## config.mk

```make
export PLATFORM = sky130hd
export DESIGN_NAME = shift_phase_interp
export DESIGN_NICKNAME = d
export VERILOG_FILES = /design/src/rtl/shift_phase_interp.sv
export SDC_FILE = /design/constraint.sdc
export NUM_CORES = 1
export LEC_CHECK = 0
export BUFFER_PORTS_ARGS = -buffer_cell sky130_fd_sc_hd__buf_2
export CORE_MARGIN = 2
export CORE_UTILIZATION = 50
export DETAILED_ROUTE_END_ITERATION = 10
export PLACE_DENSITY_LB_ADDON = 0.1
export SYNTH_ARGS = -nofsm -noshare
export SYNTH_HDL_FRONTEND = slang
export SYNTH_SLANG_ARGS = --single-unit
```

## constraint.sdc

```tcl
create_clock -name s_axis_aclk -period 7.85 [get_ports s_axis_aclk]
set_clock_uncertainty 0.1 [all_clocks]
set_input_delay 1.1775 -clock s_axis_aclk [delete_from_list [all_inputs] [get_ports s_axis_aclk]]
set_output_delay 1.1775 -clock s_axis_aclk [all_outputs]
set_load 0.03 [all_outputs]
```

## src/rtl/shift_phase_interp.sv

```systemverilog
// Fractional-delay interpolator: y = x[n-1] + mu*(x[n]-x[n-1]) per lane, AXI-Stream in/out.
// Define SHIFT_PHASE_INTERP_TLAST_EN to add tlast framing (history re-primes after each frame end).
module shift_phase_interp #(
    parameter int DATA_W   = 16,
    parameter int CHANNELS = 2,
    parameter int FRAC_W   = 8
) (
    input  logic                         s_axis_aclk,
    input  logic                         rst_n,
    input  logic                         flush,
    input  logic [FRAC_W-1:0]            mu_i,
    input  logic [CHANNELS*DATA_W-1:0]   s_axis_tdata,
    input  logic                         s_axis_tvalid,
    output logic                         s_axis_tready,
`ifdef SHIFT_PHASE_INTERP_TLAST_EN
    input  logic                         s_axis_tlast,
    output logic                         m_axis_tlast,
`endif
    output logic [CHANNELS*DATA_W-1:0]   m_axis_tdata,
    output logic                         m_axis_tvalid,
    input  logic                         m_axis_tready
);

    localparam int DIFF_W = DATA_W + 1;
    localparam int PROD_W = DATA_W + FRAC_W + 2;
    localparam logic signed [PROD_W-1:0] ROUND = PROD_W'(1) << (FRAC_W - 1);
    localparam logic signed [PROD_W-1:0] Y_MAX = (PROD_W'(1) << (DATA_W - 1)) - PROD_W'(1);
    localparam logic signed [PROD_W-1:0] Y_MIN = -(PROD_W'(1) << (DATA_W - 1));

    logic ce;
    logic accept;
    logic primed;
    logic v1;
    logic [FRAC_W-1:0] mu_q;
    logic [CHANNELS*DATA_W-1:0] y_packed;

    logic signed [DATA_W-1:0] hist_q [CHANNELS];
    logic signed [DATA_W-1:0] base_q [CHANNELS];
    logic signed [DIFF_W-1:0] diff_q [CHANNELS];
    logic signed [DIFF_W-1:0] diff_d [CHANNELS];

`ifdef SHIFT_PHASE_INTERP_TLAST_EN
    logic last1_q;
`endif

    assign ce            = !m_axis_tvalid || m_axis_tready;
    assign s_axis_tready = ce && !flush;
    assign accept        = s_axis_tvalid && s_axis_tready;

    for (genvar k = 0; k < CHANNELS; k++) begin : g_lane
        logic signed [DATA_W-1:0] x;
        logic signed [PROD_W-1:0] prod;
        logic signed [PROD_W-1:0] rounded;
        logic signed [PROD_W-1:0] sum;
        logic signed [DATA_W-1:0] y_d;

        assign x         = s_axis_tdata[k*DATA_W +: DATA_W];
        assign diff_d[k] = $signed({x[DATA_W-1], x}) - $signed({hist_q[k][DATA_W-1], hist_q[k]});

        // mu is zero-extended so the product stays signed; the +half then arithmetic shift rounds toward +inf
        assign prod    = $signed({{(PROD_W-DIFF_W){diff_q[k][DIFF_W-1]}}, diff_q[k]})
                       * $signed({{(PROD_W-FRAC_W){1'b0}}, mu_q});
        assign rounded = (prod + ROUND) >>> FRAC_W;
        assign sum     = $signed({{(PROD_W-DATA_W){base_q[k][DATA_W-1]}}, base_q[k]}) + rounded;

        always_comb begin
            y_d = sum[DATA_W-1:0];
            if (sum > Y_MAX)
                y_d = Y_MAX[DATA_W-1:0];
            else if (sum < Y_MIN)
                y_d = Y_MIN[DATA_W-1:0];
        end

        assign y_packed[k*DATA_W +: DATA_W] = y_d;
    end

    // flush outranks ce so a stalled pipeline can still be emptied
    always_ff @(posedge s_axis_aclk or negedge rst_n) begin
        if (!rst_n) begin
            primed        <= 1'b0;
            v1            <= 1'b0;
            mu_q          <= '0;
            m_axis_tvalid <= 1'b0;
            m_axis_tdata  <= '0;
            for (int k = 0; k < CHANNELS; k++) begin
                hist_q[k] <= '0;
                base_q[k] <= '0;
                diff_q[k] <= '0;
            end
`ifdef SHIFT_PHASE_INTERP_TLAST_EN
            last1_q       <= 1'b0;
            m_axis_tlast  <= 1'b0;
`endif
        end else if (flush) begin
            primed        <= 1'b0;
            v1            <= 1'b0;
            m_axis_tvalid <= 1'b0;
            for (int k = 0; k < CHANNELS; k++)
                hist_q[k] <= '0;
`ifdef SHIFT_PHASE_INTERP_TLAST_EN
            last1_q       <= 1'b0;
            m_axis_tlast  <= 1'b0;
`endif
        end else if (ce) begin
            v1            <= accept && primed;
            m_axis_tvalid <= v1;
            m_axis_tdata  <= y_packed;
`ifdef SHIFT_PHASE_INTERP_TLAST_EN
            m_axis_tlast  <= v1 && last1_q;
`endif
            if (accept) begin
                mu_q <= mu_i;
                for (int k = 0; k < CHANNELS; k++) begin
                    hist_q[k] <= s_axis_tdata[k*DATA_W +: DATA_W];
                    base_q[k] <= hist_q[k];
                    diff_q[k] <= diff_d[k];
                end
`ifdef SHIFT_PHASE_INTERP_TLAST_EN
                last1_q <= s_axis_tlast;
                primed  <= !s_axis_tlast;
`else
                primed  <= 1'b1;
`endif
            end
        end
    end

endmodule

```

Yosys cells after proc, flatten, opt, wreduce, memory -nomap -nowiden:

Cells that the tools add are included.

* reductions and logical operators: 11
* bitwise logic cells: 1
* muxes and demuxes: 14
* add/subtract/negate cells: 6
* magnitude comparators: 4
* $mul: 2

Operator list (number)
* $mux 32: 3
* $mux 16: 4
* $add 26x9->26 const B: 2
* $mul 17x9->26: 2
* $add 16x18->19: 2
* $gt 19x16->1 const B: 2
* $lt 19x16->1 const B: 2
* $sub 16x16->17: 2
* $mux 1: 7
* $reduce_and 2->1: 2
* $reduce_bool 2->1: 2
* $logic_and 1x1->1: 3
* $reduce_and 3->1: 1
* $logic_not 1->1: 2
* $logic_or 1x1->1: 1
* $not 1->1: 1

* output and inout bits: 34
* bits in registers: 141

Logic depth before layout (Yosys ltp):

Gate-level depths: netlist of the first run.

* depth in word-level cells: 7
* gate-level depth with buffers: 30
* mapped depth without buffers: 27

Worst setup path after synthesis of the first run:

No wires, ideal clock.

* kind: register to register
* from: register mu_q[2]
* to: register m_axis_tdata[11]
* path slack: 0.153 ns
* setup time: 0.126 ns
* path buffers: 3
* arrival: 7.471 ns
* cell stages (with the launch flop): 31
* required time: 7.624 ns
* path through: dfrtp_1 -> clkbuf_1 -> clkbuf_1 -> nand2_1 -> fa_1 -> inv_1 -> fa_1 -> inv_1 -> fa_1 -> inv_1 -> fa_1 -> fa_1 -> ha_1 -> a21o_1 -> a21o_1 -> o311a_1 -> o21ai_0 -> a21oi_1 -> o21a_1 -> o21ai_0 -> a21oi_1 -> ha_1 -> and4_4 -> and2_1 -> a311oi_4 -> o21ai_2 -> a221o_1 -> a221oi_2 -> nor2_2 -> buf_6 -> a221o_1

* longest elaborated chain between the ends: 6

RTL lines
* start, declared: line 34 `logic [FRAC_W-1:0] mu_q;`
* start signal, assigned: line 112 `mu_q <= mu_i;`
* $mul 17x9->26 *: line 62 `* $signed({{(PROD_W-FRAC_W){1'b0}}, mu_q});`
* $add 26x9->26 *: line 63 `assign rounded = (prod + ROUND) >>> FRAC_W;`
* $add 16x18->19 *: line 64 `assign sum = $signed({{(PROD_W-DATA_W){base_q[k][DATA_W-1]}}, base_q[k]}) + rounded;`
* $lt 19x16->1: line 70 `else if (sum < Y_MIN)`
* $mux 16: line 70
* $mux 16 *: line 68 `if (sum > Y_MAX)`
* end signal, assigned: line 107 `m_axis_tdata <= y_packed;`
* end, declared: line 19 `output logic [CHANNELS*DATA_W-1:0] m_axis_tdata,`

Mark *: on every way between the ends. The rest lies on a longest branch, timed or not.
A chain may end at the register's enable or synchronous reset.

Final worst setup path of the first run:

* from: register mu_q[5]
* to: register m_axis_tdata[27]

Same word-level chain as after synthesis.

==> results of run 1 <==
==> kinds of logic after synthesis <==
| kind of cell | count (synthesis) | share of synthesized area |
|---|---|---|
| AOI/OAI and AO/OA | 363 | 0.141 |
| xor gates and xnor gates | 82 | 0.0405 |
| adders and majority gates | 420 | 0.390 |
| buffers and inverters | 313 | 0.0670 |
| DFF | 141 | 0.199 |
| muxes | 3 | 0.00212 |
| and+or+nand+nor | 574 | 0.160 |
==> registers in the layout (all words and copies together), names as in the netlist <==
register       count
mu_q               8
primed             1
hist_q            32
v1                 1
m_axis_tdata      32
base_q            32
m_axis_tvalid      1
diff_q            34
==> timing repair <==
action	4_1_cts	5_1_grt
pin swaps	1	21
setup buffers	1	14
resized for setup	5	48
endpoints found under the setup margin	30	30
==> worst max-delay path: cells and delay by family, from the launching register on <==
family,cells,cell delay [ps]
flops,1,460
xor+xnor,1,110
simple gates,9,2050
compound gates,5,1350
buf+inv,5,770
fa+ha+maj,7,2680
==> metrics by stage <==
stage	area, um2	instances	setup WS, ps	util
2_1_floorplan	17700	1896	153	-
3_3_place_gp	18900	2419	-10.3	0.544
3_5_place_dp	18900	2419	-59.6	0.544
4_1_cts	19500	2452	16.9	0.561
5_1_grt	19900	2467	-85.4	0.573
6_report	19900	2467	212	0.573
==> cell usage after synthesis, types with 8 or more instances <==
cell / n / area [um2]
a21o_1: 31 / 233
a21oi_1: 72 / 360
a221o_1: 31 / 310
a22o_1: 28 / 245
a31oi_1: 8 / 50.1
and2_1: 159 / 995
clkbuf_1: 62 / 233
dfrtp_1: 141 / 3530
fa_1: 220 / 4400
ha_1: 200 / 2500
inv_1: 239 / 897
nand2_1: 243 / 912
nand2b_1: 12 / 75.1
nand3_1: 17 / 85.1
nor2_1: 58 / 218
nor2b_1: 13 / 81.3
nor3_1: 24 / 120
o211ai_1: 8 / 60.1
o21a_1: 21 / 158
o21ai_0: 93 / 465
o21bai_1: 8 / 60.1
o31ai_1: 8 / 60.1
xnor2_1: 50 / 438
xor2_1: 32 / 280
==> routing by layer <==
metal	track usage	vias up
met2	0.373	298
li1	-	6494
met3	0.0384	35
met4	0.0528	0
met1	0.409	6656
met5	0	-
==> cell usage in the layout, fill, tap and decap left out, types with 6 or more instances in the layout <==
cell / netlist / final
a21o_1: 31 / 31
a21oi_1: 72 / 66
a21oi_2: 1 / 6
a221o_1: 31 / 31
a22o_1: 28 / 28
and2_1: 159 / 158
buf_2: 5 / 77
buf_4: 0 / 72
clkbuf_16: 0 / 17
dfrtp_1: 141 / 136
fa_1: 220 / 220
ha_1: 200 / 197
inv_1: 239 / 239
nand2_1: 243 / 239
nand2b_1: 12 / 12
nand3_1: 17 / 15
nand4_1: 6 / 6
nor2_1: 58 / 57
nor2b_1: 13 / 13
nor3_1: 24 / 22
o211ai_1: 8 / 8
o21a_1: 21 / 21
o21ai_0: 93 / 90
o21ai_1: 6 / 7
o21bai_1: 8 / 8
o31ai_1: 8 / 7
or3_1: 6 / 6
xnor2_1: 50 / 48
xor2_1: 32 / 31
==> area by class of cell <==
cell class                 count  area share
clock buffer                  17      0.0214
timing repair buffer         157      0.0524
tap                          455      0.0286
multi-input combinational   1442       0.668
sequential                   141       0.178
inverter                     239      0.0451
clock inverter                15     0.00648
antenna                        1    0.000126
==> worst max-delay path by stage <==
| stage | cells past startpoint | endpoint | slack (ps) |
|---|---|---|---|
| final | 27 | m_axis_tdata[27] | 210 |
| after detailed placement | 27 | m_axis_tdata[0] | -60 |
| after CTS | 27 | m_axis_tdata[12] | 20 |
| after floorplan | 30 | m_axis_tdata[11] | 150 |
| after global routing | 28 | m_axis_tdata[25] | -90 |
| after global placement | 27 | m_axis_tdata[2] | -10 |
==> results_dict.tcl, run 1 <==
set metrics [dict create \
    drv_slew 0 \
    tns_ps 0 \
    cp_slowest_cell "fa_1" \
    highest_layer "met4" \
    cts_root_buf "clkbuf_16" \
    met2WireLength_um 19000 \
    period_share 0.973 \
    ys.flop_type "dfrtp_1" \
    min_from "m_axis_tdata[31]" \
    synth_edf_count 0 \
    port_buffers 78 \
    grt_pass1_wl_um 74300 \
    critPathLaunch "mu_q[5]" \
    hold_viol 0 \
    setup_viol 0 \
    die_height_um 192 \
    ys_seq_area_frac 0.199 \
    hold_ws_ps 385 \
    max_freq_mhz 131 \
    drc 0 \
    cts_tree "yes" \
    numCtsBuffers 17 \
    cpPeakStageDelay_ps 560 \
    cts_max_level 4 \
    grt_use_total 0.259 \
    syn_inst 1896 \
    ff_latch_area_um2 3530 \
    drt-total-wl_um 44400 \
    cap_violations 0 \
    worstMarginPinSlew_ps 988 \
    syn_area_um2 17700 \
    synth-seq-cells 141 \
    clk_path_buf_depth 2 \
    whs_endpoint "m_axis_tdata[31]" \
    maxSlewHeadroom 0.341 \
    die_x_um 192 \
    vias 13500 \
    drt_iter0_drc 686 \
    vias_per_cell 5.47 \
    antenna_found_initial 1 \
    firstDrtPassIters 6 \
    multi_input_area_um2 13300 \
    syn_nets 2361 \
    crit_type "reg2reg" \
    cp_max_fo 15 \
    endpoint_kind "flop" \
    r2r-end "m_axis_tdata[27]" \
    hp-class "reg2reg" \
    clk_latency_ps 440 \
    crit_arrival_ps 7850 \
    grt.overflow.total 0 \
    worst-r2r-cell-count 27 \
    die_area_um2 37000 \
    place_hpwl_um 35000 \
    fill_cells 3170 \
    worstPathRequired_ps 8060 \
    ant_nets 0 \
    synth_warnings 0 \
    gp_congestion 0.880 \
    cts-hold-fix-buffers 0 \
    synth-async-reset-ratio 1.00 \
    status "completed" \
    drive_above_1_share 0.128 \
    dr_wl_met3_um 2070 \
    synth_cell_types 74 \
    synthToLayoutAreaGrowth_pct 12.1 \
    cts.sinks 141 \
    grt_max_degree 84 \
    post_drt_wl_per_cell_um 18.0 \
    pin_count 79 \
    syn_avg_cell_area_um2 9.35 \
    holdPathStages 2 \
    startpoint_type "flop" \
    grt_pass1_vias 13700 \
    fin_crit_ps 7640 \
    wirelength_met1_um 22800 \
    rows 68 \
    path_clk_slew_ps 60 \
    nets 2463 \
    reg2reg_slack_ps 210 \
    r2r-start "mu_q[5]" \
    initial_core_util 0.511 \
    core_um2 34700 \
]
Power of run 1 is not shown: default switching activity piles up to over one toggle a cycle in this logic, so the estimate is an artifact.
==> run 2: changes to the inputs <==
--- a/config.mk
+++ b/config.mk
@@ -5,11 +5,14 @@
 export SDC_FILE = /design/constraint.sdc
 export NUM_CORES = 1
 export LEC_CHECK = 0
+export ABC_AREA = 1
 export BUFFER_PORTS_ARGS = -buffer_cell sky130_fd_sc_hd__buf_2
+export CELL_PAD_IN_SITES_DETAIL_PLACEMENT = 0
+export CELL_PAD_IN_SITES_GLOBAL_PLACEMENT = 2
 export CORE_MARGIN = 2
-export CORE_UTILIZATION = 50
+export CORE_UTILIZATION = 35
 export DETAILED_ROUTE_END_ITERATION = 10
-export PLACE_DENSITY_LB_ADDON = 0.1
+export PLACE_DENSITY = 0.87
 export SYNTH_ARGS = -nofsm -noshare
 export SYNTH_HDL_FRONTEND = slang
 export SYNTH_SLANG_ARGS = --single-unit
==> results_dict.tcl, run 2 <==
set metrics [dict create \
    tns_ps 0 \
    grt_use_total 0.183 \
    gp_congestion 0.855 \
    cts.sinks 141 \
    synth_area_leaders "fa_1 23%, dfrtp_1 19%, nand2_1 14%" \
    rsz0062_at_grt "false" \
    pin_count 79 \
    core_um2 53700 \
    critPathLaunch "mu_q[1]" \
    crit_arrival_ps 7370 \
    yosysTopAreaCellShare 0.232 \
    cts_max_level 4 \
    met2_usage 0.327 \
    initial_core_util 0.353 \
    multi_input_area_um2 13200 \
    synth_warnings 0 \
    grt_use_met3 0.0210 \
    die_height_um 237 \
    synth-seq-cells 141 \
    synth.top_cells.by_count "687 x nand2_1, 466 x inv_1, 220 x fa_1, 200 x ha_1, 141 x dfrtp_1" \
    numCtsBuffers 17 \
    cp_slowest_cell "dfrtp_1" \
    max_freq_mhz 141 \
    status "completed" \
    grtUsageMet1 0.237 \
    finish.utilization 0.383 \
    syn_inst 2458 \
    maxSlewHeadroom 0.380 \
    synth_edf_count 0 \
    ys.flop_type "dfrtp_1" \
    syn_area_um2 18900 \
    ff_latch_area_um2 3530 \
    worstPathRequired_ps 8130 \
    drt-total-wl_um 49100 \
    die_area_um2 56000 \
    syn_nets 2923 \
    vias_per_cell 4.77 \
    clk_latency_ps 450 \
    yosys.cell_count.top_type "nand2_1" \
    grt.overflow.total 0 \
    ys_seq_area_frac 0.186 \
    period_share 0.904 \
    clk_path_buf_depth 2 \
    hp-class "reg2reg" \
    antenna_found_initial 0 \
    syn_avg_cell_area_um2 7.71 \
    startpoint_type "flop" \
    die_x_um 237 \
    final_cell_mix "686 x nand2_1, 466 x inv_1, 220 x fa_1, 200 x ha_1, 137 x dfrtp_1" \
    grt-busiest-layer "met2" \
    crit_type "reg2reg" \
    port_buffers 78 \
    drive_above_1_share 0.0793 \
    layout_commonest_cell "nand2_1" \
    path_clk_slew_ps 70 \
    fill_cells 5596 \
    grt_pass1_wl_um 82400 \
    cts_root_buf "clkbuf_16" \
    endpoint_kind "flop" \
    drv_slew 0 \
    grt_pass1_vias 15900 \
    post_drt_wl_per_cell_um 15.4 \
    hold_viol 0 \
    vias 15200 \
    worstMarginPinSlew_ps 928 \
    diodes 0 \
    drt_iter0_drc 726 \
    setup_viol 0 \
    synthToLayoutAreaGrowth_pct 8.62 \
    rows 85 \
    largest_register_ff_count 34 \
    cts_tree "yes" \
    fin_crit_ps 7100 \
    yosysTopAreaCell "fa_1" \
    place_hpwl_um 40700 \
    r2r-start "mu_q[1]" \
    cap_violations 0 \
    grt_max_degree 84 \
    cp_common_cell "nand2_1" \
    ant_nets 0 \
    firstDrtPassIters 5 \
    cpPeakStageDelay_ps 710 \
    cp_max_fo 15 \
    drc 0 \
    synth-async-reset-ratio 1.00 \
    synth_cell_types 50 \
    min_from "base_q[24]" \
    nets 2949 \
    regMostFlops "diff_q" \
]
run 2: cell types whose count changed after synthesis, sizes merged, moves of 44 or more:
cell	change
and2	-157
nor2	+44
inv	+231
a21oi	+61
nand3	+69
nand2	+458
run 2: layout make-up:
class | instances | share of cell area
Inverter | 470 | 0.0857
Sequential cell | 141 | 0.172
Clock buffer | 17 | 0.0207
Timing Repair Buffer | 102 | 0.0292
Clock inverter | 15 | 0.00681
Multi-Input combinational cell | 1752 | 0.644
Tap cell | 696 | 0.0423
run 2: stage by stage:
step / hold WS [ps] / worst slack [ps] / cells / cell area [um2]
after floorplan: 359 / 1360 / 2458 / 18900
after global placement: 371 / 456 / 3160 / 20000
after detailed placement: 384 / 419 / 3160 / 20000
after CTS: 400 / 376 / 3192 / 20600
after global routing: 420 / 207 / 3193 / 20600
final: 398 / 752 / 3193 / 20600
run 2: critical path: cells and delay by family, from the launching register on:
kind                       cells  cell delay [ps]
DFF                            1              710
buffers and inverters          6              360
xor gates and xnor gates       1              210
and+or+nand+nor               15             1680
adders and majority gates      7             3260
AOI/OAI and AO/OA              4              710
run 2: timing repair:
item,4_1_cts,5_1_grt
buffers inserted,0,1
hold buffers,0,0
endpoints found under the setup margin,0,15
resized for setup,0,4
run 2: final timing paths:
check / endpoint / slack (ps) / cells after the start
setup reg to reg: m_axis_tdata[11] / 750 / 33
min in group asynchronous: m_axis_tdata[23] / 690 / 1
hold reg to reg: base_q[24] / 400 / 2
hold / removal: base_q[24] / 400 / 2
max in group asynchronous: mu_q[6] / 5570 / 2
setup / recovery: m_axis_tdata[11] / 750 / 33
run 2: kinds of logic (layout without fill, tap and decap cells):
| kind of cell | count (synthesis) | after routing | synth area share |
|---|---|---|---|
| AO/OA/AOI/OAI | 308 | 308 | 0.0924 |
| XOR/XNOR | 84 | 84 | 0.0388 |
| adder cells (fa/ha/maj) | 420 | 420 | 0.365 |
| buffers and inverters | 565 | 604 | 0.115 |
| flip-flops | 141 | 141 | 0.186 |
| AND/OR/NAND/NOR | 940 | 940 | 0.203 |
run 2: per-layer routing:
| layer | vias to the layer above | part of all wire |
|---|---|---|
| met3 | 48 | 0.025 |
| met4 | 0 | 0.016 |
| met2 | 199 | 0.51 |
| met5 | - | 0 |
| met1 | 7382 | 0.45 |
| li1 | 7609 | - |
Power of run 2 is left out for the same reason.
==> run 3: changes to the inputs <==
--- a/config.mk
+++ b/config.mk
@@ -9,6 +9,7 @@
 export BUFFER_PORTS_ARGS = -buffer_cell sky130_fd_sc_hd__buf_2
 export CELL_PAD_IN_SITES_DETAIL_PLACEMENT = 0
 export CELL_PAD_IN_SITES_GLOBAL_PLACEMENT = 2
+export CORE_ASPECT_RATIO = 0.75
 export CORE_MARGIN = 2
 export CORE_UTILIZATION = 35
 export DETAILED_ROUTE_END_ITERATION = 10
==> results_dict.tcl, run 3 (same netlist as run 2, synthesis figures left out) <==
set metrics [dict create \
    final_cell_mix "686 x nand2_1, 466 x inv_1, 220 x fa_1, 200 x ha_1, 141 x dfrtp_1" \
    gp_congestion 0.887 \
    vias_per_cell 4.77 \
    worstPathRequired_ps 8040 \
    crit_arrival_ps 7470 \
    die_x_um 273 \
    grt_pass1_wl_um 82500 \
    setup_viol 0 \
    layout_commonest_cell "nand2_1" \
    path_clk_slew_ps 70 \
    post_cts_buffers 0 \
    endpoint_kind "flop" \
    grt.overflow.total 0 \
    nets 2952 \
    synthToLayoutAreaGrowth_pct 8.87 \
    drt-total-wl_um 49800 \
    startpoint_type "flop" \
    die_height_um 205 \
    port_buffers 78 \
    diodes 0 \
    grt_pass1_vias 15600 \
    drc 0 \
    vias 15300 \
    worstMarginPinSlew_ps 1060 \
    core_um2 53200 \
    tns_ps 0 \
    numCtsBuffers 17 \
    cts.sinks 141 \
    drv_slew 0 \
    cts_max_level 4 \
    drive_above_1_share 0.0788 \
    fill_cells 5544 \
    fin_crit_ps 7270 \
    grt_max_degree 104 \
    rsz0062_at_grt "false" \
    crit_buf_inv 5 \
    hp-class "reg2reg" \
    cts-hold-fix-buffers 0 \
    place_hpwl_um 41300 \
    cp_common_cell "nand2_1" \
    rows 73 \
    cts_tree "yes" \
    ant_nets 0 \
    status "completed" \
    drt_iter0_drc 906 \
    clk_path_buf_depth 2 \
    firstDrtPassIters 5 \
    crit_type "reg2reg" \
    cpLargestDelayFamily "adder cells" \
    cpPeakStageDelay_ps 610 \
    max_freq_mhz 137 \
    hold_viol 0 \
    die_area_um2 56000 \
    maxSlewHeadroom 0.293 \
    cap_violations 0 \
    cts_resized 0 \
    pin_count 79 \
    cp_slowest_cell "dfrtp_1" \
    cts_root_buf "clkbuf_16" \
    regMostFlops "diff_q" \
    grt_use_total 0.185 \
    clk_latency_ps 440 \
    cp_max_fo 15 \
    period_share 0.927 \
    initial_core_util 0.356 \
    largest_register_ff_count 34 \
    post_drt_wl_per_cell_um 15.5 \
    antenna_found_initial 0 \
]
run 3: cell types whose count changed in the layout (fill, tap and decap cells not counted), sizes merged:
| cell | before | now |
|---|---|---|
| buf | 102 | 105 |
| inv | 474 | 480 |
| bufinv | 1 | 0 |
| clkinvlp | 3 | 1 |
| clkinv | 7 | 4 |
run 3: layer usage:
layer | up-vias | GRT usage | share of wire
li1 | 7619 | - | -
met1 | 7418 | 0.267 | 0.50
met2 | 248 | 0.298 | 0.45
met3 | 33 | 0.0264 | 0.034
met4 | 0 | 0.0304 | 0.011
met5 | - | 0 | 0
run 3: final timing paths:
path / startpoint / to / slack, ps / depth (start not counted)
min in group asynchronous: rst_n / m_axis_tdata[26] / 670 / 1
setup reg to reg: mu_q[3] / m_axis_tdata[3] / 580 / 30
hold / removal: m_axis_tdata[15] / m_axis_tdata[15] / 380 / 2
max in group asynchronous: rst_n / diff_q[21] / 5590 / 2
setup / recovery: mu_q[3] / m_axis_tdata[3] / 580 / 30
hold reg to reg: m_axis_tdata[15] / m_axis_tdata[15] / 380 / 2
run 3: final cells by class:
class | instances | area [um2] | share of cell area
inverters | 470 | 1760 | 0.0855
flip-flops and latches | 141 | 3530 | 0.171
clock buffers | 17 | 425 | 0.0206
clock inverters | 15 | 163 | 0.00789
well taps | 712 | 891 | 0.0432
multi-input cells | 1752 | 13200 | 0.642
repair buffers | 105 | 612 | 0.0297
run 3: worst reg2reg max path, delay by kind of cell (launching register included):
kind | cells | cell delay [ps]
compound gates | 5 | 1180
xor+xnor | 1 | 220
fa+ha+maj | 7 | 3280
buf+inv | 5 | 300
flops | 1 | 610
simple gates | 12 | 1470
run 3: per-stage QoR:
step                      setup WS [ps]  instance area [um2]  cells  hold WS [ps]  utilization
after floorplan                    1360                18900   2458           359            -
after global placement              694                20000   3180           374        0.376
after detailed placement            584                20000   3180           373        0.376
after CTS                           512                20600   3212           391        0.387
after global routing               46.6                20600   3212           418        0.387
final                               575                20600   3212           380        0.387
Power of run 3 is left out for the same reason.
